--- src/rtl/multiplier_pipe_mac.sv ---
// Pipelined signed/unsigned multiplier with valid/tag pipeline and a
// multiply-accumulate back end with clear and sticky wrap detection.
module multiplier_pipe_mac #(
  parameter int unsigned WIDTH     = 8,
  parameter int unsigned STAGES    = 3,
  parameter int unsigned ACC_WIDTH = 2 * WIDTH + 8
) (
  input  logic                   clk,
  input  logic                   rst,
  input  logic                   in_valid,
  input  logic [WIDTH-1:0]       a,
  input  logic [WIDTH-1:0]       b,
  input  logic                   signed_mode,
  input  logic                   acc_en,
  input  logic                   acc_clr,
  output logic                   out_valid,
  output logic [2*WIDTH-1:0]     y,
  output logic                   acc_valid,
  output logic [ACC_WIDTH-1:0]   acc,
  output logic                   acc_ovf
);

  localparam int unsigned PW   = 2 * WIDTH;
  localparam int unsigned LAST = STAGES - 1;
  localparam int unsigned AMSB = ACC_WIDTH - 1;

  logic [STAGES-1:0]    vld_q, vld_d;
  logic [STAGES-1:0]    sgn_q, sgn_d;
  logic [STAGES-1:0]    en_q, en_d;
  logic [STAGES-1:0]    clr_q, clr_d;
  logic [PW-1:0]        prod_q [STAGES];
  logic [PW-1:0]        prod_d [STAGES];

  logic [ACC_WIDTH-1:0] acc_q, acc_d;
  logic                 acc_valid_q, acc_valid_d;
  logic                 acc_ovf_q, acc_ovf_d;

  logic [PW-1:0]        a_ext, b_ext, mult;
  logic [ACC_WIDTH-1:0] p_ext;
  logic [ACC_WIDTH:0]   sum;
  logic                 wrap;

  // Operands extended to full product width so one multiplier serves both modes.
  always_comb begin
    a_ext = signed_mode ? PW'($signed(a)) : PW'(a);
    b_ext = signed_mode ? PW'($signed(b)) : PW'(b);
    mult  = a_ext * b_ext;
  end

  // Valid bits always advance; data and tags load only behind a valid slot.
  always_comb begin
    vld_d[0]  = in_valid;
    sgn_d[0]  = in_valid ? signed_mode : sgn_q[0];
    en_d[0]   = in_valid ? acc_en      : en_q[0];
    clr_d[0]  = in_valid ? acc_clr     : clr_q[0];
    prod_d[0] = in_valid ? mult        : prod_q[0];
    for (int i = 1; i < STAGES; i++) begin
      vld_d[i]  = vld_q[i-1];
      sgn_d[i]  = vld_q[i-1] ? sgn_q[i-1]  : sgn_q[i];
      en_d[i]   = vld_q[i-1] ? en_q[i-1]   : en_q[i];
      clr_d[i]  = vld_q[i-1] ? clr_q[i-1]  : clr_q[i];
      prod_d[i] = vld_q[i-1] ? prod_q[i-1] : prod_q[i];
    end
  end

  // Accumulator consumes the product in the cycle it is presented on y.
  always_comb begin
    acc_d       = acc_q;
    acc_valid_d = 1'b0;
    acc_ovf_d   = acc_ovf_q;
    p_ext       = sgn_q[LAST] ? ACC_WIDTH'($signed(prod_q[LAST]))
                              : ACC_WIDTH'(prod_q[LAST]);
    sum         = {1'b0, acc_q} + {1'b0, p_ext};
    wrap        = sgn_q[LAST] ? ((acc_q[AMSB] == p_ext[AMSB]) && (sum[AMSB] != acc_q[AMSB]))
                              : sum[ACC_WIDTH];
    if (vld_q[LAST]) begin
      if (clr_q[LAST]) begin
        acc_d       = en_q[LAST] ? p_ext : '0;
        acc_ovf_d   = 1'b0;
        acc_valid_d = 1'b1;
      end else if (en_q[LAST]) begin
        acc_d       = sum[ACC_WIDTH-1:0];
        acc_ovf_d   = acc_ovf_q | wrap;
        acc_valid_d = 1'b1;
      end
    end
  end

  always_ff @(posedge clk or posedge rst) begin
    if (rst) begin
      vld_q       <= '0;
      sgn_q       <= '0;
      en_q        <= '0;
      clr_q       <= '0;
      for (int i = 0; i < STAGES; i++) prod_q[i] <= '0;
      acc_q       <= '0;
      acc_valid_q <= 1'b0;
      acc_ovf_q   <= 1'b0;
    end else begin
      vld_q       <= vld_d;
      sgn_q       <= sgn_d;
      en_q        <= en_d;
      clr_q       <= clr_d;
      for (int i = 0; i < STAGES; i++) prod_q[i] <= prod_d[i];
      acc_q       <= acc_d;
      acc_valid_q <= acc_valid_d;
      acc_ovf_q   <= acc_ovf_d;
    end
  end

  assign out_valid = vld_q[LAST];
  assign y         = prod_q[LAST];
  assign acc_valid = acc_valid_q;
  assign acc       = acc_q;
  assign acc_ovf   = acc_ovf_q;

endmodule

--- config.mk ---
export PLATFORM = sky130hd
export DESIGN_NAME = multiplier_pipe_mac
export DESIGN_NICKNAME = d
export VERILOG_FILES = /design/src/rtl/multiplier_pipe_mac.sv
export SDC_FILE = /design/constraint.sdc
export NUM_CORES = 1
export LEC_CHECK = 0
export ABC_CLOCK_PERIOD_IN_PS = 6140
export CELL_PAD_IN_SITES_DETAIL_PLACEMENT = 2
export CELL_PAD_IN_SITES_GLOBAL_PLACEMENT = 2
export CORE_MARGIN = 10
export CORE_UTILIZATION = 42
export CTS_CLUSTER_SIZE = 30
export DETAILED_ROUTE_END_ITERATION = 10
export GPL_TIMING_DRIVEN = 0
export PLACE_DENSITY = 0.88
export SETUP_SLACK_MARGIN = 0.05
export SLEW_MARGIN = 0
export SYNTH_ARGS = -nofsm -noshare
export SYNTH_HDL_FRONTEND = slang
export SYNTH_SLANG_ARGS = --single-unit
--- constraint.sdc ---
create_clock -name clk -period 6.14 [get_ports clk]
set_input_delay 0.614 -clock clk [delete_from_list [all_inputs] [get_ports clk]]
set_output_delay 0.614 -clock clk [all_outputs]
set_load 0.1 [all_outputs]
==> flow_metrics.py, run 1 <==
metrics = {
    "global_route": {
        "grt_pass1_vias": 7877,
        "overflow": 0,
        "antenna_found_initial": 1,
        "grt_pass1_wl_um": 46590,
        "grt_usage_pct": 23.29,
        "grt_start_max_net_pins": 72,
    },
    "synth": {
        "ys_top_cells_by_area": "dfrtp_1 (27%), fa_1 (17%), ha_1 (12%)",
        "synth_common_cells": "inv_1 (121), dfrtp_1 (86), ha_1 (79)",
        "syn-num-nets": 999,
        "synth_top_area_share_pct": 26.51,
        "synth.avg_cell_area_sq_um": 9.792,
        "yosysMostFrequentCell": "inv_1",
        "synth-seq-area-share_pct": 26.51,
        "synth_area_leader_cell": "dfrtp_1",
        "synth.distinct_cells": 50,
        "ys_async_sr_fraction_pct": 100.0,
        "netlist_area_sq_um": 8118,
        "synth-edff-count": 0,
        "ys_ff_latch": 86,
        "yosys_warnings": 0,
        "synth_ff_type": "dfrtp_1",
        "syn-instance-count": 829,
    },
    "setup_path": {
        "endpoint_kind": "flop",
        "startpoint_type": "input pin",
        "critPathKind": "input pin to flop",
        "required_ps": 6360,
        "cp_max_fo": 10,
        "worst_ep_arrival_time_ps": 6290,
    },
    "detailed_routing": {
        "drt-total-wl_um": 30560,
        "highest_layer": "met4",
        "drtIter0Drc": 455,
        "via_per_inst": 5.639,
        "drtAntennaViolNets": 0,
        "post_drt_wl_per_cell_um": 26.07,
        "drcViolationCount": 0,
        "first_pass_iters": 4,
        "route.met2.wl_um": 16510,
        "wl_met3_um": 1079,
        "via_count": 6609,
        "m1WireLength_um": 11720,
    },
    "floorplanning": {
        "pin_count": 65,
        "rows": 50,
        "core_sq_um": 18830,
        "dieHeight_um": 159.0,
        "die_x_um": 159.0,
        "die_area_sq_um": 25290,
        "start_util_pct": 43.11,
    },
    "sta": {
        "rsz0062_at_grt": "yes",
        "fin_crit_ps": 6067,
        "fmax_ghz": 0.1648,
        "tightest_slew_ps": 1009,
        "period_share_pct": 98.82,
        "final_max_slew_viol_count": 0,
        "max_slew_margin_pct": 32.40,
        "finalHoldViolCount": 0,
        "clock_skew_ps": 21.21,
        "setup_tns_ps": 0,
        "setup_viol": 0,
    },
    "clocking": {
        "cts_tree": "yes",
        "cts-root-buf": "clkbuf_16",
        "cts.sinks": 86,
        "clockBufferDepth": 2,
        "worst_skew_pair.late_latency_ps": 360,
        "cts_htree_levels": 3,
        "cts_buffers": 9,
        "cts.reportedPaths.clkPinSlew_ps": 80,
    },
    "place": {
        "globalplace.congestion": 0.8128,
        "dpl_cell_area_sq_um": 9104,
        "port_buffers": 63,
        "dp_hpwl_um": 20310,
    },
    "layout": {
        "drive_above_1_share_pct": 12.95,
        "area_growth_pct": 17.71,
        "final_util_pct": 50.74,
        "layout.nets": 1076,
        "design_area_sq_um": 9555,
    },
    "run_status": {
        "status": "complete, no violations",
    },
    "flow_run": {
        "maxCapViolCount": 0,
    },
    "worst_hold_path": {
        "hold_class": "flop to flop",
    },
}
## placed cells by master, fill, tap and decap left out, drive strengths merged, types with 32 or more instances in the layout
| master | netlist | layout |
|---|---|---|
| clkdlybuf4s50 | 0 | 54 |
| dfrtp | 86 | 86 |
| fa | 69 | 69 |
| a21oi | 39 | 39 |
| xnor2 | 40 | 40 |
| mux2 | 54 | 54 |
| ha | 79 | 79 |
| and2 | 52 | 52 |
| inv | 121 | 122 |
| clkbuf | 23 | 32 |
| nor2 | 35 | 35 |
| o21ai | 41 | 41 |
| nand2 | 53 | 53 |
## flip-flops by register name, summed over array words and instances (netlist names)
register   count
acc           24
acc_ovf        1
acc_valid      1
clr_q          3
en_q           3
prod_q        32
sgn_q          3
vld_q          3
y             16
## per-layer routing
metal	vias up	track usage (%)
met4	0	9.730
li1	2862	-
met2	182	43.47
met3	80	3.796
met1	3485	25.43
met5	-	0
## cell type report
cell class | count | area, sq um
sequential | 86 | 2152
fill | 1937 | 9275
timing repair buffer | 66 | 680.7
clock inverter | 5 | 82.58
tap | 260 | 325.3
inverter | 122 | 460.4
clock buffer | 11 | 232.7
buffer | 42 | 262.8
antenna | 1 | 2.502
multi-input combinational | 579 | 5356
## stage by stage
stage	std cells	hold slack, ps	setup WS, ps
global route	1172	414.7	-46.42
global placement	1152	357.8	-516.8
finish	1172	390.7	72.54
floorplan	829	351.9	506.0
CTS	1169	413.6	58.51
detailed placement	1153	375.3	-895.3
## worst max-delay path, cell delays in order
cell and delay, ps:
clkdlybuf4s50_1 490, clkbuf_2 290, xnor2_1 420, nor2_1 100, ha_1 230, nand2b_1 160, ha_1 210, fa_1 550
inv_1 60, fa_1 510, inv_1 80, fa_1 540, inv_1 70, fa_1 540, inv_1 90, ha_4 330
nand3_1 110, nand2_1 140, a41oi_2 70, a211oi_2 270, xnor2_1 130, mux2_2 280
## what timing repair did
| item | in CTS | in global routing |
|---|---|---|
| pin swaps | 1 | 3 |
| hold buffers | 0 | 0 |
| setup endpoints to repair | 4 | 5 |
| setup buffers | 0 | 2 |
| resized for setup | 21 | 35 |
| gates cloned | 0 | 0 |
## worst paths after layout
| check | depth (start not counted) | startpoint | to | slack [ps] |
|---|---|---|---|---|
| max | 22 | a[0] | prod_q[46]$_DFFE_PP0P_ | 70 |
| min | 0 | vld_q[0]$_DFF_PP0_ | vld_q[1]$_DFF_PP0_ | 390 |
| max reg2reg | 12 | y[0]$_DFFE_PP0P_ | acc_ovf$_DFFE_PP0P_ | 2900 |
| min reg2reg | 0 | vld_q[0]$_DFF_PP0_ | vld_q[1]$_DFF_PP0_ | 390 |
| max in group asynchronous | 3 | rst | sgn_q[2]$_DFFE_PP0P_ | 4920 |
| min in group asynchronous | 2 | rst | y[5]$_DFFE_PP0P_ | 540 |
## logic make-up (layout without fill, tap and decap cells)
family,after synthesis,count (layout),synth area share (%)
fa+ha+maj,148,148,29.19
buf+inv,164,246,8.416
compound gates,145,145,11.53
other cells,0,1,0
mux,56,56,7.737
flops,86,86,26.51
xor+xnor,56,56,6.042
simple gates,174,174,10.57
Power of run 1 is left out: the tool's default activity adds up to more than one toggle a clock period on the data nets, which glitch-free logic cannot reach.
==> run 2: changes to the inputs <==
- CORE_ASPECT_RATIO: not set -> 0.6
- MAX_ROUTING_LAYER: not set -> met4
==> run 2 against run 1 <==
Fmax is 0.93% lower; largest cell class unchanged; highest routed layer unchanged; global-route usage grew 9.0 points; setup slack worse by 57 ps; cell count decreased by 0.77%; hold slack improved by 14 ps; critical path depth stayed put; sequential share of layout area decreased by 0.41 points.
==> flow_metrics.py, run 2 (synthesis results as in run 1) <==
metrics = {
    "run_status": {
        "status": "complete, no violations",
    },
    "sta": {
        "final_max_slew_viol_count": 0,
        "max_slew_margin_pct": 23.76,
        "period_share_pct": 99.75,
        "finalHoldViolCount": 0,
        "fmax_ghz": 0.1633,
        "setup_viol": 0,
        "fin_crit_ps": 6125,
        "clock_skew_ps": 14.85,
        "tightest_slew_ps": 1138,
    },
    "place": {
        "globalplace.congestion": 0.9050,
        "dpl_cell_area_sq_um": 9086,
        "port_buffers": 63,
        "dp_hpwl_um": 24140,
    },
    "worst_hold_path": {
        "hold_class": "flop to flop",
    },
    "layout": {
        "nFillCells": 1911,
        "largest_reg_flops": 32,
        "design_area_sq_um": 9733,
        "layout.nets": 1082,
        "area_growth_pct": 19.90,
        "top_register": "prod_q",
        "antenna_cells": 0,
        "drive_above_1_share_pct": 15.59,
        "final_cell_mix": "inv_1 (117), dfrtp_1 (86), ha_1 (75)",
        "final_common_cell": "inv_1",
    },
    "detailed_routing": {
        "post_drt_wl_per_cell_um": 35.42,
        "first_pass_iters": 5,
        "drcViolationCount": 0,
        "via_per_inst": 6.396,
        "drtIter0Drc": 929,
        "via_count": 7438,
        "drt-total-wl_um": 41200,
        "drtAntennaViolNets": 0,
    },
    "clocking": {
        "worst_skew_pair.late_latency_ps": 380,
        "clockBufferDepth": 2,
        "cts-hold-fix-buffers": 0,
        "cts-root-buf": "clkbuf_16",
        "cts.sinks": 86,
        "cts.reportedPaths.clkPinSlew_ps": 80,
        "cts_tree": "yes",
        "cts_htree_levels": 3,
        "cts_buffers": 9,
    },
    "flow_run": {
        "maxCapViolCount": 0,
    },
    "floorplanning": {
        "core_sq_um": 18980,
        "start_util_pct": 42.77,
        "dieHeight_um": 127.7,
        "die_x_um": 199.5,
        "die_area_sq_um": 25470,
        "rows": 39,
        "pin_count": 65,
    },
    "setup_path": {
        "r2r_end": "acc[22]$_DFFE_PP0P_",
        "endpoint_kind": "flop",
        "required_ps": 6400,
        "endpoint": "prod_q[44]$_DFFE_PP0P_",
        "worstRegToRegCells": 11,
        "cp-startpoint": "b[1]",
        "reg2reg_from": "y[15]$_DFFE_PP0P_",
        "critPathKind": "input pin to flop",
        "cp_max_fo": 9,
        "worst_ep_arrival_time_ps": 6380,
        "startpoint_type": "input pin",
        "rrSetupSlack_ps": 2320,
    },
    "global_route": {
        "grt_usage_pct": 32.28,
        "grt_pass1_vias": 8325,
        "grt_start_max_net_pins": 66,
        "grt_pass1_wl_um": 58270,
        "overflow": 0,
        "antenna_found_initial": 0,
    },
}
==> run 2: cell count changes in the layout (fill, tap and decap cells not counted), moves of 3 or more <==
cell / change
clkbuf_8: +9
dlymetal6s2s_1: -4
xnor2_2: +4
fa_2: +3
clkdlybuf4s50_1: -5
dlygate4sd2_1: +8
buf_4: +5
xnor2_1: -4
fa_1: -3
==> run 2: metal layers <==
metal / GRT usage (%) / routed length [um] / vias to the layer above
li1: - / - / 2870
met1: 37.86 / 16480 / 3849
met2: 50.65 / 18980 / 515
met3: 8.285 / 3310 / 204
met4: 16.40 / 2428 / 0
met5: - / 0 / -
==> run 2: worst min path at each step <==
stage	end	depth (start not counted)	start
floorplan	vld_q[1]$_DFF_PP0_	0	vld_q[0]$_DFF_PP0_
global placement	vld_q[1]$_DFF_PP0_	0	vld_q[0]$_DFF_PP0_
detailed placement	vld_q[1]$_DFF_PP0_	0	vld_q[0]$_DFF_PP0_
CTS	vld_q[1]$_DFF_PP0_	0	vld_q[0]$_DFF_PP0_
global route	vld_q[1]$_DFF_PP0_	0	vld_q[0]$_DFF_PP0_
finish	vld_q[1]$_DFF_PP0_	0	vld_q[0]$_DFF_PP0_
==> run 2: per-stage QoR <==
stage | setup TNS [ps] | hold slack (ps) | utilization, % | worst slack, ps | std cells
detailed placement | -3629 | 385.3 | 47.87 | -1087 | 1139
finish | 0 | 405.0 | 51.28 | 15.29 | 1163
floorplan | 0 | 351.9 | - | 506.0 | 829
global route | -94.31 | 414.2 | 51.28 | -38.62 | 1163
CTS | 0 | 386.0 | 50.64 | 61.94 | 1161
global placement | -1947 | 355.5 | 47.71 | -843.4 | 1138
==> run 2: layout make-up <==
type	instances	area [sq um]	area share [%]
multi-input combinational	579	5468	56.18
sequential	86	2152	22.11
timing repair buffer	72	704.4	7.237
inverter	122	464.2	4.769
tap	246	307.8	3.162
buffer	42	302.8	3.111
clock buffer	11	252.7	2.597
clock inverter	5	81.33	0.8356
==> run 2: repair_timing <==
| action | in CTS | in global routing |
|---|---|---|
| cloned | 0 | 0 |
| pin swaps | 6 | 14 |
| resized for setup | 53 | 32 |
| setup buffers | 6 | 2 |
| setup endpoints to repair | 6 | 4 |
==> run 2: worst max-delay path, cell delays in order <==
cell	delay (ps)
dlygate4sd2_1	560
nand2_1	170
fa_1	600
inv_1	60
ha_1	310
ha_1	200
inv_1	90
fa_1	520
inv_1	60
ha_1	290
inv_1	60
fa_1	510
inv_1	80
ha_1	360
inv_1	100
o21bai_1	120
a21oi_1	550
o21bai_2	170
a41oi_2	340
nor2b_4	240
xnor2_1	100
mux2_2	280
Power of run 2 is left out for the same reason.
